===== config.mk =====
export PLATFORM = sky130hd
export DESIGN_NAME = controle_multiciclo
export DESIGN_NICKNAME = d
export VERILOG_FILES = /design/src/rtl/controle_multiciclo.sv
export SDC_FILE = /design/constraint.sdc
export NUM_CORES = 1
export LEC_CHECK = 0
export ABC_AREA = 1
export BUFFER_PORTS_ARGS = -buffer_cell sky130_fd_sc_hd__buf_4
export CAP_MARGIN = 20
export CORE_UTILIZATION = 45
export DETAILED_ROUTE_END_ITERATION = 12
export GPL_ROUTABILITY_DRIVEN = 1
export MAX_ROUTING_LAYER = met4
export PLACE_DENSITY_LB_ADDON = 0.1
export SLEW_MARGIN = 20
export SYNTH_ARGS = -nofsm -noshare
export SYNTH_HDL_FRONTEND = slang
export SYNTH_SLANG_ARGS = --single-unit

===== constraint.sdc =====
create_clock -name clock -period 7.55 [get_ports clock]
set_input_delay 1.8875 -clock clock [delete_from_list [all_inputs] [get_ports clock]]
set_output_delay 1.8875 -clock clock [all_outputs]
set_load 0.01 [all_outputs]

===== src/rtl/controle_multiciclo.sv =====
// controle_multiciclo: multi-cycle main control FSM for the MIPS datapath.
// Sequences fetch, decode, execute, memory and write-back one instruction at
// a time, stalls on the memory-ready handshake and counts retired
// instructions.
// Optional feature: define CONTROLE_ADDI_EN to decode addi (opcode 001000)
// through EXEC_IMED/FIM_IMED. Without it, 001000 is an illegal opcode.
module controle_multiciclo (
  input  logic        clock,
  input  logic        reset,
  input  logic [5:0]  opcode,
  input  logic        zero,
  input  logic        memPronto,
  output logic        ALUSrcA,
  output logic [1:0]  ALUSrcB,
  output logic [1:0]  ALUOp,
  output logic        regDest,
  output logic        regWrite,
  output logic        memToReg,
  output logic        memRead,
  output logic        memWrite,
  output logic        IorD,
  output logic        IRWrite,
  output logic [1:0]  PCSource,
  output logic        pcEscreve,
  output logic        excecao,
  output logic [31:0] retiradas
);

  localparam logic [5:0] OP_R    = 6'b000000;
  localparam logic [5:0] OP_LW   = 6'b100011;
  localparam logic [5:0] OP_SW   = 6'b101011;
  localparam logic [5:0] OP_BEQ  = 6'b000100;
  localparam logic [5:0] OP_J    = 6'b000010;
`ifdef CONTROLE_ADDI_EN
  localparam logic [5:0] OP_ADDI = 6'b001000;
`endif

  typedef enum logic [3:0] {
    BUSCA       = 4'd0,
    DECODIFICA  = 4'd1,
    ENDERECO    = 4'd2,
    LEITURA     = 4'd3,
    ESCREVE_MEM = 4'd4,
    ESCRITA     = 4'd5,
    EXECUTA     = 4'd6,
    FIM_R       = 4'd7,
    DESVIO      = 4'd8,
    SALTO       = 4'd9,
`ifdef CONTROLE_ADDI_EN
    EXEC_IMED   = 4'd10,
    FIM_IMED    = 4'd11,
`endif
    ILEGAL      = 4'd15
  } estado_t;

  estado_t     estado_r;
  estado_t     prox_s;
  logic [5:0]  opcode_r;
  logic        retira_s;

  // Ungated control values decoded from the current state
  logic        alu_src_a_s;
  logic [1:0]  alu_src_b_s;
  logic [1:0]  alu_op_s;
  logic        reg_dest_s;
  logic        reg_write_s;
  logic        mem_to_reg_s;
  logic        mem_read_s;
  logic        mem_write_s;
  logic        iord_s;
  logic        ir_write_s;
  logic [1:0]  pc_source_s;
  logic        pc_write_s;
  logic        pc_write_cond_s;
  logic        excecao_s;

  // State register: reset returns to fetch and abandons any instruction in flight
  always_ff @(posedge clock or posedge reset) begin
    if (reset) begin
      estado_r <= BUSCA;
    end else begin
      estado_r <= prox_s;
    end
  end

  // Instruction opcode is captured on the fetch completion edge only
  always_ff @(posedge clock or posedge reset) begin
    if (reset) begin
      opcode_r <= 6'b000000;
    end else if ((estado_r == BUSCA) && memPronto) begin
      opcode_r <= opcode;
    end else begin
      opcode_r <= opcode_r;
    end
  end

  // Any return to fetch from another state means an instruction completed
  assign retira_s = (estado_r != BUSCA) && (prox_s == BUSCA);

  // Retired-instruction counter, wraps naturally at 2^32
  always_ff @(posedge clock or posedge reset) begin
    if (reset) begin
      retiradas <= 32'd0;
    end else if (retira_s) begin
      retiradas <= retiradas + 32'd1;
    end else begin
      retiradas <= retiradas;
    end
  end

  // Next-state logic; decode looks only at the latched opcode
  always_comb begin
    prox_s = estado_r;
    case (estado_r)
      BUSCA: begin
        if (memPronto) begin
          prox_s = DECODIFICA;
        end else begin
          prox_s = BUSCA;
        end
      end
      DECODIFICA: begin
        case (opcode_r)
          OP_LW, OP_SW: prox_s = ENDERECO;
          OP_R:         prox_s = EXECUTA;
          OP_BEQ:       prox_s = DESVIO;
          OP_J:         prox_s = SALTO;
`ifdef CONTROLE_ADDI_EN
          OP_ADDI:      prox_s = EXEC_IMED;
`endif
          default:      prox_s = ILEGAL;
        endcase
      end
      ENDERECO: begin
        if (opcode_r == OP_LW) begin
          prox_s = LEITURA;
        end else begin
          prox_s = ESCRITA;
        end
      end
      LEITURA: begin
        if (memPronto) begin
          prox_s = ESCREVE_MEM;
        end else begin
          prox_s = LEITURA;
        end
      end
      ESCREVE_MEM: prox_s = BUSCA;
      ESCRITA: begin
        if (memPronto) begin
          prox_s = BUSCA;
        end else begin
          prox_s = ESCRITA;
        end
      end
      EXECUTA:     prox_s = FIM_R;
      FIM_R:       prox_s = BUSCA;
      DESVIO:      prox_s = BUSCA;
      SALTO:       prox_s = BUSCA;
`ifdef CONTROLE_ADDI_EN
      EXEC_IMED:   prox_s = FIM_IMED;
      FIM_IMED:    prox_s = BUSCA;
`endif
      ILEGAL:      prox_s = ILEGAL;
      default:     prox_s = ILEGAL;
    endcase
  end

  // Moore control decode; everything not named for a state stays 0
  always_comb begin
    alu_src_a_s     = 1'b0;
    alu_src_b_s     = 2'b00;
    alu_op_s        = 2'b00;
    reg_dest_s      = 1'b0;
    reg_write_s     = 1'b0;
    mem_to_reg_s    = 1'b0;
    mem_read_s      = 1'b0;
    mem_write_s     = 1'b0;
    iord_s          = 1'b0;
    ir_write_s      = 1'b0;
    pc_source_s     = 2'b00;
    pc_write_s      = 1'b0;
    pc_write_cond_s = 1'b0;
    excecao_s       = 1'b0;
    case (estado_r)
      BUSCA: begin
        // PC+4 and IR load complete together with the memory read
        mem_read_s  = 1'b1;
        alu_src_b_s = 2'b01;
        ir_write_s  = memPronto;
        pc_write_s  = memPronto;
      end
      DECODIFICA: begin
        // Branch target precomputed into ALUOut
        alu_src_b_s = 2'b11;
      end
      ENDERECO: begin
        alu_src_a_s = 1'b1;
        alu_src_b_s = 2'b10;
      end
      LEITURA: begin
        mem_read_s = 1'b1;
        iord_s     = 1'b1;
      end
      ESCREVE_MEM: begin
        reg_write_s  = 1'b1;
        mem_to_reg_s = 1'b1;
      end
      ESCRITA: begin
        mem_write_s = 1'b1;
        iord_s      = 1'b1;
      end
      EXECUTA: begin
        alu_src_a_s = 1'b1;
        alu_op_s    = 2'b10;
      end
      FIM_R: begin
        reg_write_s = 1'b1;
        reg_dest_s  = 1'b1;
      end
      DESVIO: begin
        alu_src_a_s     = 1'b1;
        alu_op_s        = 2'b01;
        pc_source_s     = 2'b01;
        pc_write_cond_s = 1'b1;
      end
      SALTO: begin
        pc_source_s = 2'b10;
        pc_write_s  = 1'b1;
      end
`ifdef CONTROLE_ADDI_EN
      EXEC_IMED: begin
        alu_src_a_s = 1'b1;
        alu_src_b_s = 2'b10;
      end
      FIM_IMED: begin
        reg_write_s = 1'b1;
      end
`endif
      ILEGAL: begin
        excecao_s = 1'b1;
      end
      default: begin
        excecao_s = 1'b1;
      end
    endcase
  end

  // Outputs are forced low combinationally while reset is high so no write
  // enable can glitch between the reset edge and the next clock
  always_comb begin
    if (reset) begin
      ALUSrcA   = 1'b0;
      ALUSrcB   = 2'b00;
      ALUOp     = 2'b00;
      regDest   = 1'b0;
      regWrite  = 1'b0;
      memToReg  = 1'b0;
      memRead   = 1'b0;
      memWrite  = 1'b0;
      IorD      = 1'b0;
      IRWrite   = 1'b0;
      PCSource  = 2'b00;
      pcEscreve = 1'b0;
      excecao   = 1'b0;
    end else begin
      ALUSrcA   = alu_src_a_s;
      ALUSrcB   = alu_src_b_s;
      ALUOp     = alu_op_s;
      regDest   = reg_dest_s;
      regWrite  = reg_write_s;
      memToReg  = mem_to_reg_s;
      memRead   = mem_read_s;
      memWrite  = mem_write_s;
      IorD      = iord_s;
      IRWrite   = ir_write_s;
      PCSource  = pc_source_s;
      pcEscreve = pc_write_s | (pc_write_cond_s & zero);
      excecao   = excecao_s;
    end
  end

endmodule

=== Yosys cells after proc, flatten, opt, wreduce, memory -nomap -nowiden ===
Cells that the tools add are included.

* Equal/unequal tests: 13
* Reductions and logical operators: 13
* Bitwise gates (word level): 2
* Mux-type cells: 33
* $add $sub $neg: 1

{| class="wikitable"
|+ Operators by type and width
! cell !! number
|-
| $add A32 B1 Y32 const B || 1
|-
| $pmux W4 S7 || 1
|-
| $mux W1 || 21
|-
| $eq A4 B3 Y1 const B || 4
|-
| $pmux W4 S4 || 1
|-
| $eq A6 B6 Y1 const B || 2
|-
| $reduce_or A10 Y1 || 1
|-
| $mux W3 || 3
|-
| $eq A4 B2 Y1 const B || 2
|-
| $eq A4 B4 Y1 const B || 2
|-
| $logic_not A4 Y1 || 2
|-
| $pmux W2 S2 || 2
|-
| $reduce_or A2 Y1 || 4
|-
| $eq A6 B2 Y1 const B || 1
|-
| $eq A6 B3 Y1 const B || 1
|-
| $logic_not A6 Y1 || 1
|-
| $mux W2 || 3
|-
| $pmux W2 S3 || 1
|-
| $eq A4 B1 Y1 const B || 1
|-
| $reduce_bool A4 Y1 || 1
|-
| $reduce_or A4 Y1 || 1
|-
| $reduce_or A3 Y1 || 1
|-
| $logic_and A1 B1 Y1 || 2
|-
| $pmux W1 S2 || 1
|-
| other kinds (2) || 2
|}

* Output and inout bits: 48
* Input bits: 10
* Flip-flop bits (word level): 42

=== Logic depth before layout (Yosys ltp) ===
Gate-level depths: netlist of run 1.

* Depth after elaboration: 6
* Gate-level depth with buffers: 13
* Mapped depth without buffers: 12

=== Worst setup path after synthesis of run 1 ===
OpenSTA, ideal clock, no wires.

* Path type: input to output
* Start point: input reset
* End point: output regWrite
* Stages on the path: 4
* Required time: 5.662 ns
* Setup slack: 2.089 ns
* Path buffers: 0
* Arrival: 3.573 ns
* Path through: inv_1 -> nand2_1 -> nor3_1 -> or2_2

* Word-level cells in the longest chain between the ends: 1

{| class="wikitable"
|+ RTL lines
! item !! RTL line !! RTL
|-
| from (decl) || 9 || <nowiki>input logic reset,</nowiki>
|-
| $mux W1 || 252 || <nowiki>if (reset) begin</nowiki>
|-
| to (decl) || 17 || <nowiki>output logic regWrite,</nowiki>
|}

No other way between the ends.

=== Final worst setup path of run 1 ===
* Start point: input reset
* End point: output pcEscreve

* Word-level cells in the longest chain between the ends: 1

{| class="wikitable"
|+ RTL lines
! item !! RTL line !! RTL
|-
| $mux W1 || 252 ||
|-
| to (decl) || 24 || <nowiki>output logic pcEscreve,</nowiki>
|}

No other way between the ends.

==> qor.csv, run 1 <==
stage,metric,value,unit
floorplan,core_region_area,6350,um^2
yosys,syn_nets,465,
final_layout,final_util,54.9,%
final_layout,areaGrowthSynthToFinish,17.2,%
clocking,clk_path_buf_depth,2,
global_route,grt_pass1_wl,12200,um
yosys,syn_area,2980,um^2
timing,worstMarginPinSlew,0.774,ns
floorplan,die_w,83.3,um
clocking,h-tree-depth,2,
timing,max_freq,217,MHz
hold_path,hold_path.class,reg -> reg,
clocking,cts_setup_buffers,0,
global_route,grt_use_total,22.1,%
pwr,power.total,0.000965,W
clocking,clock-root-buffer,clkbuf_8,
critical_path,startpoint,reset,
yosys,yosysTopAreaCellShare,35.3,%
yosys,synth_top_area_cell,dfrtp_1,
critical_path,cp-start-kind,input port,
placement,place_area,3410,um^2
route,wirelength,7000,um
pwr,powerDensity,277,nW/um^2
yosys,synth-seq-area-share,35.3,%
yosys,syn_area_per_cell,6.56,um^2
critical_path,crit_path_end_kind,primary output,
clocking,cts_tree,done,
yosys,yosysUniqueCellTypes,33,
route,ant_nets,0,
global_route,antenna_found_initial,0,
route,drtIter0Drc,160,
clocking,ctsResizeCount,0,
placement,dp_hpwl,5340,um
timing,setup-tns-final,0,ns
timing,layout_worst_path_cycle_share,61.1,%
critical_path,cpMostUsedCell,buf_4,
hold_path,hp-start,retiradas[17],
timing,rsz0062_at_grt,no,
final_layout,diodes,0,
timing,slew_headroom,48.3,%
global_route,grt-ovfl-total,0,
timing,finClkSkew,0.00725,ns
floorplan,num_rows,29,
critical_path,r2r-start,opcode_r[4],
critical_path,cp_cell_sequence,"buf_4, nor4_1, a21oi_1, o21ai_0, buf_4",
critical_path,path_max_fanout,12,
clocking,cts_sinks,42,
critical_path,worstPathArrival,2.72,ns
yosys,yosys-top-cells-area,"dfrtp_1 (35%), nand2_1 (22%), nand3_1 (9.2%)",
pwr,p_int,0.000474,W
critical_path,critical_path_class,in -> out,
final_layout,nFillCells,626,
pwr,switchingPower,0.000492,W
final_layout,drive_gt1_share,16.7,%
timing,hold_viol,0,
route,post_drt_wl_per_cell,12.0,um
clocking,insertion_delay,0.30,ns
timing,slew_viol_final,0,
final_layout,final_nets,519,
timing,min_period,4.61,ns
final_layout,stdcell_area,3490,um^2
global_route,grt_max_degree,43,
yosys,ys_ff_latch,42,
route,via_per_inst,5.05,
clocking,clk_pin_slew_worst_paths,0.08,ns
pwr,p_comb_share,54.1,%
clocking,cts_buffers,5,
route,firstDrtPassIters,4,
status,status,"finished, final reports clean",
pwr,p_clk_share,14.3,%
pwr,ir_worst_vdd,0.000213,V
yosys,yosys_warnings,0,
timing,setup_viol,0,
floorplan,die_h,83.3,um
floorplan,ios,58,
placement,routabilityCongestion,0.894,
clocking,cts_hold_buf,0,
pwr,p_seq_share,31.6,%
critical_path,required,5.66,ns
floorplan,initial_utilization,46.9,%
placement,numPortBuffers,57,
yosys,syn-instance-count,454,
critical_path,cpMaxStageDelayCell,nor4_1,
critical_path,cpPeakStageDelay,0.39,ns
floorplan,dieArea,6940,um^2
global_route,first_global_vias,2646,
flow_run,maxCapViolCount,0,
route,drcViolationCount,0,
route,vias,2953,
pwr,p_leak,1.82,nW
pwr,swShare,50.9,%
layout by cell type, fill, tap and decap left out, types with 2 or more instances in the layout:
master    instances
xnor2_1           3
nand3_1          55
nand2_1         172
nand2_2           5
nand3_2           4
inv_1            40
o21ai_0           6
inv_2             4
nor2_4            3
nand4_1           4
buf_4            58
and3_1            2
nand3b_1          3
clkbuf_8          5
clkbuf_1          2
a21oi_1           3
nor2_1           55
xor2_1           13
dfrtp_1          42
nor3_1           17
power by group through the flow:
stage / sequential, W / combinational [W] / clock, W
after floorplan: 0.000305 / 0.000475 / 0
after global placement: 0.000307 / 0.000515 / 0
after detailed placement: 0.000309 / 0.000530 / 0
after CTS: 0.000305 / 0.000531 / 0.000141
after global routing: 0.000312 / 0.000593 / 0.000155
final: 0.000305 / 0.000522 / 0.000138
routing by layer:
metal / GRT usage [%] / wire (um)
met5: - / 0
met4: 5.96 / 79
met3: 3.78 / 327
met2: 31.6 / 3050
met1: 32.2 / 3540
sequential cells by signal, summed over array words and instances (netlist names):
| register | count |
|---|---|
| retiradas | 32 |
| opcode_r | 6 |
| estado_r | 4 |
Yosys cell counts (all sizes together):
library cell,count
o21bai,1
a31oi,1
a21oi,4
nor4,1
nor3,17
clkbuf,1
xor2,13
o21ai,7
nand4,4
buf,10
clkinv,1
xnor2,3
nand3b,3
or2,1
and3,2
dfrtp,42
nor2,59
ha,1
nand2,178
nand3,60
inv,44
o22ai,1
critical path: cells and delay by family:
family | cells | cell delay (ns)
simple gates | 1 | 0.39
compound gates | 2 | 0.16
buf+inv | 2 | 0.29
final cells by class:
| type | instances | area [um^2] | area share [%] |
|---|---|---|---|
| multi-input combinational | 356 | 1660 | 47.6 |
| sequential | 42 | 1050 | 30.1 |
| timing repair buffer | 58 | 435 | 12.5 |
| inverter | 45 | 169 | 4.84 |
| tap | 77 | 96.3 | 2.76 |
| clock buffer | 7 | 76.3 | 2.19 |
logic make-up (layout without fill, tap and decap cells):
logic type,Yosys count,after routing,share of synthesized area [%]
AND/OR/NAND/NOR,325,325,47.9
AO/OA/AOI/OAI,14,14,2.77
XOR/XNOR,16,16,4.71
flip-flops,42,42,35.3
buffers and inverters,56,110,8.91
adder cells (fa/ha/maj),1,1,0.420
stage by stage:
| stage | std cells | setup WS (ns) | hold WS, ns |
|---|---|---|---|
| after floorplan | 454 | 2.09 | 0.472 |
| after global routing | 585 | 2.81 | 0.566 |
| after global placement | 578 | 2.98 | 0.490 |
| final | 585 | 2.94 | 0.515 |
| after detailed placement | 578 | 2.93 | 0.500 |
| after CTS | 585 | 2.94 | 0.520 |
path summary, 6_finish.rpt:
check / end / slack, ns / cells past startpoint
hold / removal: retiradas[17] / 0.51 / 2
min in group asynchronous: retiradas[4] / 1.81 / 3
setup reg to reg: retiradas[22] / 5.11 / 8
max in group asynchronous: estado_r[3] / 5.38 / 3
setup / recovery: pcEscreve / 2.94 / 5
hold reg to reg: retiradas[17] / 0.51 / 2
Power figures use the tool's default switching activity.
==> run 2, diff against run 1 <==
clock period = 4.7 ns   (was 7.55 ns; I/O delays follow)
==> run 2 against run 1 <==
- largest power group unchanged
- critical path depth up 1
- first-iteration DRC count up 1.9%
- sequential power up 60%
- highest routed layer unchanged
- critical path type unchanged
- hold slack worse by 0.0014 ns
- die area unchanged
- register-to-register slack worse by 2.9 ns
- combinational power up 61%
- sequential share of layout area unchanged
- clock skew down 0.0033 ns
- worst setup slack worse by 1.4 ns
- via count up 0.54%
- global-route usage down 0.54 points
==> qor.csv, run 2 (synthesized netlist as in run 1, its figures left out) <==
stage,metric,value,unit
final_layout,areaGrowthSynthToFinish,17.2,%
hold_path,min_path_cells,2,
pwr,swShare,51.0,%
global_route,grt_pass1_wl,12000,um
final_layout,drive_gt1_share,16.7,%
final_layout,final_nets,519,
timing,hold_viol,0,
clocking,insertion_delay,0.29,ns
final_layout,largest_register,retiradas,
route,via_per_inst,5.08,
route,firstDrtPassIters,5,
clocking,clk_pin_slew_worst_paths,0.08,ns
critical_path,r2r_cells,8,
final_layout,diodes,0,
critical_path,crit_path_end_kind,primary output,
global_route,grt-ovfl-total,0,
final_layout,reg_top3,"retiradas (32), opcode_r (6), estado_r (4)",
clocking,ctsResizeCount,0,
floorplan,ios,58,
placement,routabilityCongestion,0.895,
final_layout,final_common_cell,nand2_1,
clocking,h-tree-depth,2,
route,post_drt_wl_per_cell,12.0,um
placement,place_area,3410,um^2
clocking,cts_buffers,5,
pwr,p_leak,1.82,nW
timing,layout_worst_path_cycle_share,68.0,%
clocking,cts_hold_buf,0,
timing,max_freq,313,MHz
pwr,p_seq_share,31.5,%
timing,worstMarginPinSlew,0.796,ns
clocking,cts_tree,done,
route,wirelength,7000,um
timing,setup_viol,0,
placement,place_ws,1.51,ns
pwr,p_int,0.000761,W
critical_path,r2r_setup_slack,2.20,ns
critical_path,path_max_fanout,12,
timing,setup-tns-final,0,ns
critical_path,rr_endpoint,retiradas[27],
final_layout,fin_cells,585,
global_route,antenna_found_initial,0,
status,status,"finished, final reports clean",
route,drcViolationCount,0,
final_layout,largest_register_ffs,32,
final_layout,final_cell_mix,"nand2_1 (172), buf_4 (58), nor2_1 (55), nand3_1 (55), dfrtp_1 (42)",
global_route,first_global_vias,2552,
floorplan,core_region_area,6350,um^2
clocking,cts_sinks,42,
timing,fin_ws,1.51,ns
final_layout,final_util,54.9,%
floorplan,num_rows,29,
critical_path,critical_path_class,in -> out,
pwr,p_clk_share,14.3,%
clocking,cts_setup_buffers,0,
clocking,clock-root-buffer,clkbuf_8,
pwr,switchingPower,0.000792,W
floorplan,die_w,83.3,um
critical_path,cp-start-kind,input port,
pwr,ir_worst_vdd,0.000300,V
timing,slew_headroom,46.8,%
pwr,powerDensity,445,nW/um^2
floorplan,dieArea,6940,um^2
floorplan,die_h,83.3,um
route,ant_nets,0,
timing,slew_viol_final,0,
pwr,p_comb_share,54.2,%
critical_path,r2r-start,opcode_r[5],
critical_path,required,3.52,ns
flow_run,maxCapViolCount,0,
route,drtIter0Drc,163,
floorplan,initial_utilization,46.9,%
timing,finClkSkew,0.00390,ns
critical_path,startpoint,reset,
clocking,clk_path_buf_depth,2,
hold_path,hp-start,opcode_r[4],
hold_path,hold_path.class,reg -> reg,
hold_path,hold_end,opcode_r[4],
route,vias,2969,
placement,dp_hpwl,5290,um
timing,min_period,3.19,ns
placement,numPortBuffers,57,
critical_path,worstPathArrival,2.02,ns
global_route,grt_use_total,21.6,%
timing,rsz0062_at_grt,no,
global_route,grt_max_degree,43,
placement,dp_cells,578,
final_layout,stdcell_area,3490,um^2
-- run 2: cell counts in the layout (fill, tap and decap cells not counted) --
No cell type changed its count.
-- run 2: layout make-up --
| cell class | instances | area (um^2) |
|---|---|---|
| clock buffers | 7 | 76.3 |
| fillers | 683 | 2860 |
| inverters | 45 | 169 |
| multi-input cells | 356 | 1660 |
| flip-flops and latches | 42 | 1050 |
| well taps | 77 | 96.3 |
| repair buffers | 58 | 435 |
-- run 2: metal layers --
layer / part of all wire [%] / track usage [%] / wire (um) / vias to the layer above
li1: - / - / - / 1538
met1: 50 / 31.1 / 3480 / 1341
met2: 43 / 31.6 / 3040 / 84
met3: 5.9 / 3.38 / 415 / 6
met4: 0.93 / 5.33 / 65 / 0
met5: 0 / - / 0 / -
-- run 2: per-stage QoR --
| step | total power (W) | hold WS, ns |
|---|---|---|
| after floorplan | 0.00125 | 0.472 |
| after global placement | 0.00132 | 0.490 |
| after detailed placement | 0.00133 | 0.498 |
| after CTS | 0.00157 | 0.518 |
| after global routing | 0.00169 | 0.554 |
| final | 0.00155 | 0.513 |
-- run 2: worst max path at each step --
stage           endpoint  cells past startpoint
6_report        regWrite                      6
5_1_grt        pcEscreve                      5
4_1_cts         regWrite                      6
3_5_place_dp    regWrite                      6
3_3_place_gp    regWrite                      6
2_1_floorplan   regWrite                      4
-- run 2: power by group through the flow --
stage | Clock, W | Combinational, W | Sequential [W]
2_1_floorplan | 0 | 0.000763 | 0.000490
3_3_place_gp | 0 | 0.000829 | 0.000494
3_5_place_dp | 0 | 0.000838 | 0.000496
4_1_cts | 0.000231 | 0.000846 | 0.000489
5_1_grt | 0.000245 | 0.000945 | 0.000500
6_report | 0.000223 | 0.000841 | 0.000489
-- run 2: critical path, cell delays in order --
cell and delay, ns:
buf_4 0.15, inv_1 0.06, nand2_1 0.13, nor3_1 0.08, or2_2 0.28, buf_4 0.14
==> run 3, diff against run 2 <==
ABC_AREA = 0   (was 1)
clock period = 2.9 ns   (was 4.7 ns; I/O delays follow)
==> run 3 against run 2 <==
- global-route usage fell by 0.73 points
- cell count fell by 34%
- combinational power rose by 37%
- count of clock-buffer cells in the layout fell by 1
- first-iteration DRC count fell by 17%
- routed wire length fell by 26%
- non-clock buffer count rose by 5
- via count fell by 30%
- critical path type is now reg -> out
- highest routed layer unchanged
==> qor.csv, run 3 <==
stage,metric,value,unit
critical_path,crit_path_end_kind,primary output,
final_layout,largest_register_ffs,32,
critical_path,cpMostUsedCell,nor2_1,
timing,rsz0062_at_grt,no,
timing,slew_headroom,50.6,%
yosys,synth_async_sr_flop_share,100,%
pwr,p_int,0.00145,W
timing,fin_ws,0.340,ns
floorplan,dieArea,5540,um^2
route,wirelength,5170,um
critical_path,cp_top_family,simple AND/OR/NAND/NOR gates,
clocking,insertion_delay,0.29,ns
route,ant_nets,0,
critical_path,critical_path_class,reg -> out,
pwr,switchingPower,0.00103,W
hold_path,min_path_cells,1,
timing,hold_viol,0,
pwr,swShare,41.5,%
final_layout,nFillCells,480,
global_route,antenna_found_initial,0,
clocking,clk_path_buf_depth,2,
timing,layout_worst_path_cycle_share,88.3,%
final_layout,largest_register,retiradas,
hold_path,hold_path.class,reg -> reg,
final_layout,multi_input_area,1210,um^2
timing,slew_viol_final,0,
yosys,synth_edf_count,0,
timing,min_period,2.56,ns
yosys,syn-instance-count,259,
critical_path,cpPeakStageDelay,0.53,ns
clocking,cts_setup_buffers,0,
critical_path,cpMaxStageDelayCell,dfrtp_1,
floorplan,initial_utilization,46.5,%
timing,finClkSkew,0.00615,ns
hold_path,hp-start,retiradas[31],
pwr,p_comb_share,46.7,%
timing,setup_viol,0,
final_layout,final_util,58.7,%
floorplan,die_h,74.5,um
yosys,syn_area,2360,um^2
clocking,ctsResizeCount,0,
final_layout,final_common_cell,buf_4,
yosys,synth-xor-area-share,12.2,%
placement,dp_hpwl,3690,um
critical_path,path_max_fanout,13,
route,firstDrtPassIters,4,
yosys,yosysTopAreaCellShare,44.5,%
final_layout,drive_gt1_share,26.0,%
timing,setup-tns-final,0,ns
critical_path,required,2.17,ns
clocking,cts_sinks,42,
final_layout,regArea,1050,um^2
clocking,h-tree-depth,2,
yosys,synth_top_family_by_area,simple AND/OR/NAND/NOR gates,
yosys,syn_nets,270,
final_layout,final_nets,326,
global_route,grt-ovfl-total,0,
clocking,clock-root-buffer,clkbuf_8,
route,via_per_inst,5.36,
final_layout,reg_top3,"retiradas (32), opcode_r (6), estado_r (4)",
yosys,synth.area.mux_share,3.34,%
hold_path,hold_end,retiradas[31],
critical_path,critPathBufInv,1,
pwr,power.total,0.00247,W
placement,routabilityCongestion,0.837,
clocking,cts_tree,done,
placement,place_ws,0.490,ns
route,drtIter0Drc,136,
clocking,cts_hold_buf,0,
critical_path,r2r_cells,7,
yosys,synth_simple_gate_area_share,30.0,%
floorplan,die_w,74.5,um
yosys,synth_top_area_cell,dfrtp_1,
yosys,ys.flop_type,dfrtp_1,
global_route,grt_use_total,20.8,%
pwr,p_seq_share,34.3,%
pwr,p_clk_share,19.0,%
critical_path,r2r_setup_slack,0.47,ns
placement,numPortBuffers,57,
yosys,yosys-top-cells-area,"dfrtp_1 (44%), xnor2_1 (11%), nand3_1 (7.4%)",
status,status,"finished, final reports clean",
global_route,first_global_vias,1812,
critical_path,rr_endpoint,retiradas[22],
critical_path,cp_cell_sequence,"nor2_1, nand3_1, nor2_1, buf_4",
yosys,ys_ff_latch,42,
final_layout,final_cell_mix,"buf_4 (63), dfrtp_1 (42), nand3_1 (35)",
yosys,yosys_warnings,0,
yosys,synth-seq-area-share,44.5,%
timing,max_freq,391,MHz
route,drcViolationCount,0,
pwr,powerDensity,831,nW/um^2
yosys,syn_area_per_cell,9.12,um^2
final_layout,diodes,0,
global_route,grt_max_degree,43,
route,post_drt_wl_per_cell,13.4,um
pwr,p_leak,1.35,nW
yosys,yosysUniqueCellTypes,33,
clocking,clk_pin_slew_worst_paths,0.08,ns
flow_run,maxCapViolCount,0,
pwr,ir_worst_vdd,0.000695,V
critical_path,cp-start-kind,register,
floorplan,ios,58,
yosys,yosysMostFrequentCell,dfrtp_1,
yosys,synth_commonest_cells,"dfrtp_1 (42), nand3_1 (35), xnor2_1 (31), nor2_1 (26)",
floorplan,core_region_area,5070,um^2
critical_path,cp_num_cells,4,
yosys,synth_compound_area_share,4.93,%
floorplan,num_rows,26,
route,vias,2064,
critical_path,worstPathArrival,1.83,ns
clocking,cts_buffers,5,
global_route,grt_pass1_wl,8670,um
timing,worstMarginPinSlew,0.734,ns
critical_path,r2r-start,opcode_r[5],
yosys,synthAdderAreaFrac,0.530,%
final_layout,areaGrowthSynthToFinish,26.0,%
run 3: cell types whose count changed after synthesis, sizes merged, moves of 4 or more:
cell / change
nor4: +6
nand4: +11
nand2: -170
mux2: +7
xnor2: +28
clkbuf: +9
inv: -35
nor2: -33
nor3: -5
and3: +13
xor2: -11
nor2b: +4
nand3: -25
buf: -6
run 3: final cells by class:
class / count / area share (%)
Multi-Input combinational cell: 193 / 40.7
Inverter: 10 / 1.39
Timing Repair Buffer: 63 / 15.9
Sequential cell: 42 / 35.3
Tap cell: 70 / 2.94
Clock buffer: 6 / 2.77
Clock inverter: 1 / 1.01
run 3: how the worst max path moves through the flow:
stage                start             to
6_report       estado_r[2]        IRWrite
5_1_grt        estado_r[2]        IRWrite
4_1_cts        estado_r[2]        IRWrite
3_5_place_dp   opcode_r[5]  retiradas[22]
3_3_place_gp   opcode_r[5]  retiradas[24]
2_1_floorplan        reset       regWrite
run 3: logic make-up (layout without fill, tap and decap cells):
logic type	count (synthesis)	in the layout
DFF	42	42
AOI/OAI and AO/OA	19	19
muxes	7	7
buffers and inverters	24	80
xor gates and xnor gates	33	33
adders and majority gates	1	1
and+or+nand+nor	133	133
run 3: metal layers:
| metal | up-vias | wire (um) | track usage, % | share of wire, % |
|---|---|---|---|---|
| met1 | 977 | 2610 | 31.3 | 50 |
| met4 | 0 | 23 | 4.82 | 0.45 |
| met2 | 64 | 2270 | 28.5 | 44 |
| met3 | 2 | 261 | 4.20 | 5.1 |
| met5 | - | 0 | - | 0 |
| li1 | 1021 | - | - | - |
run 3: through the flow:
stage | instance area, um^2 | hold WS [ns] | cells
detailed placement | 2860 | 0.467 | 378
global placement | 2860 | 0.471 | 378
CTS | 2980 | 0.488 | 385
finish | 2980 | 0.486 | 385
global route | 2980 | 0.505 | 385
floorplan | 2370 | 0.507 | 259
run 3: power groups by stage:
stage                     combinational [W]  sequential (W)  clock [W]
after global placement              0.00115        0.000854          0
after CTS                           0.00116        0.000846   0.000485
after floorplan                    0.000867        0.000801          0
final                               0.00115        0.000847   0.000470
after global routing                0.00129        0.000871   0.000505
after detailed placement            0.00115        0.000857          0
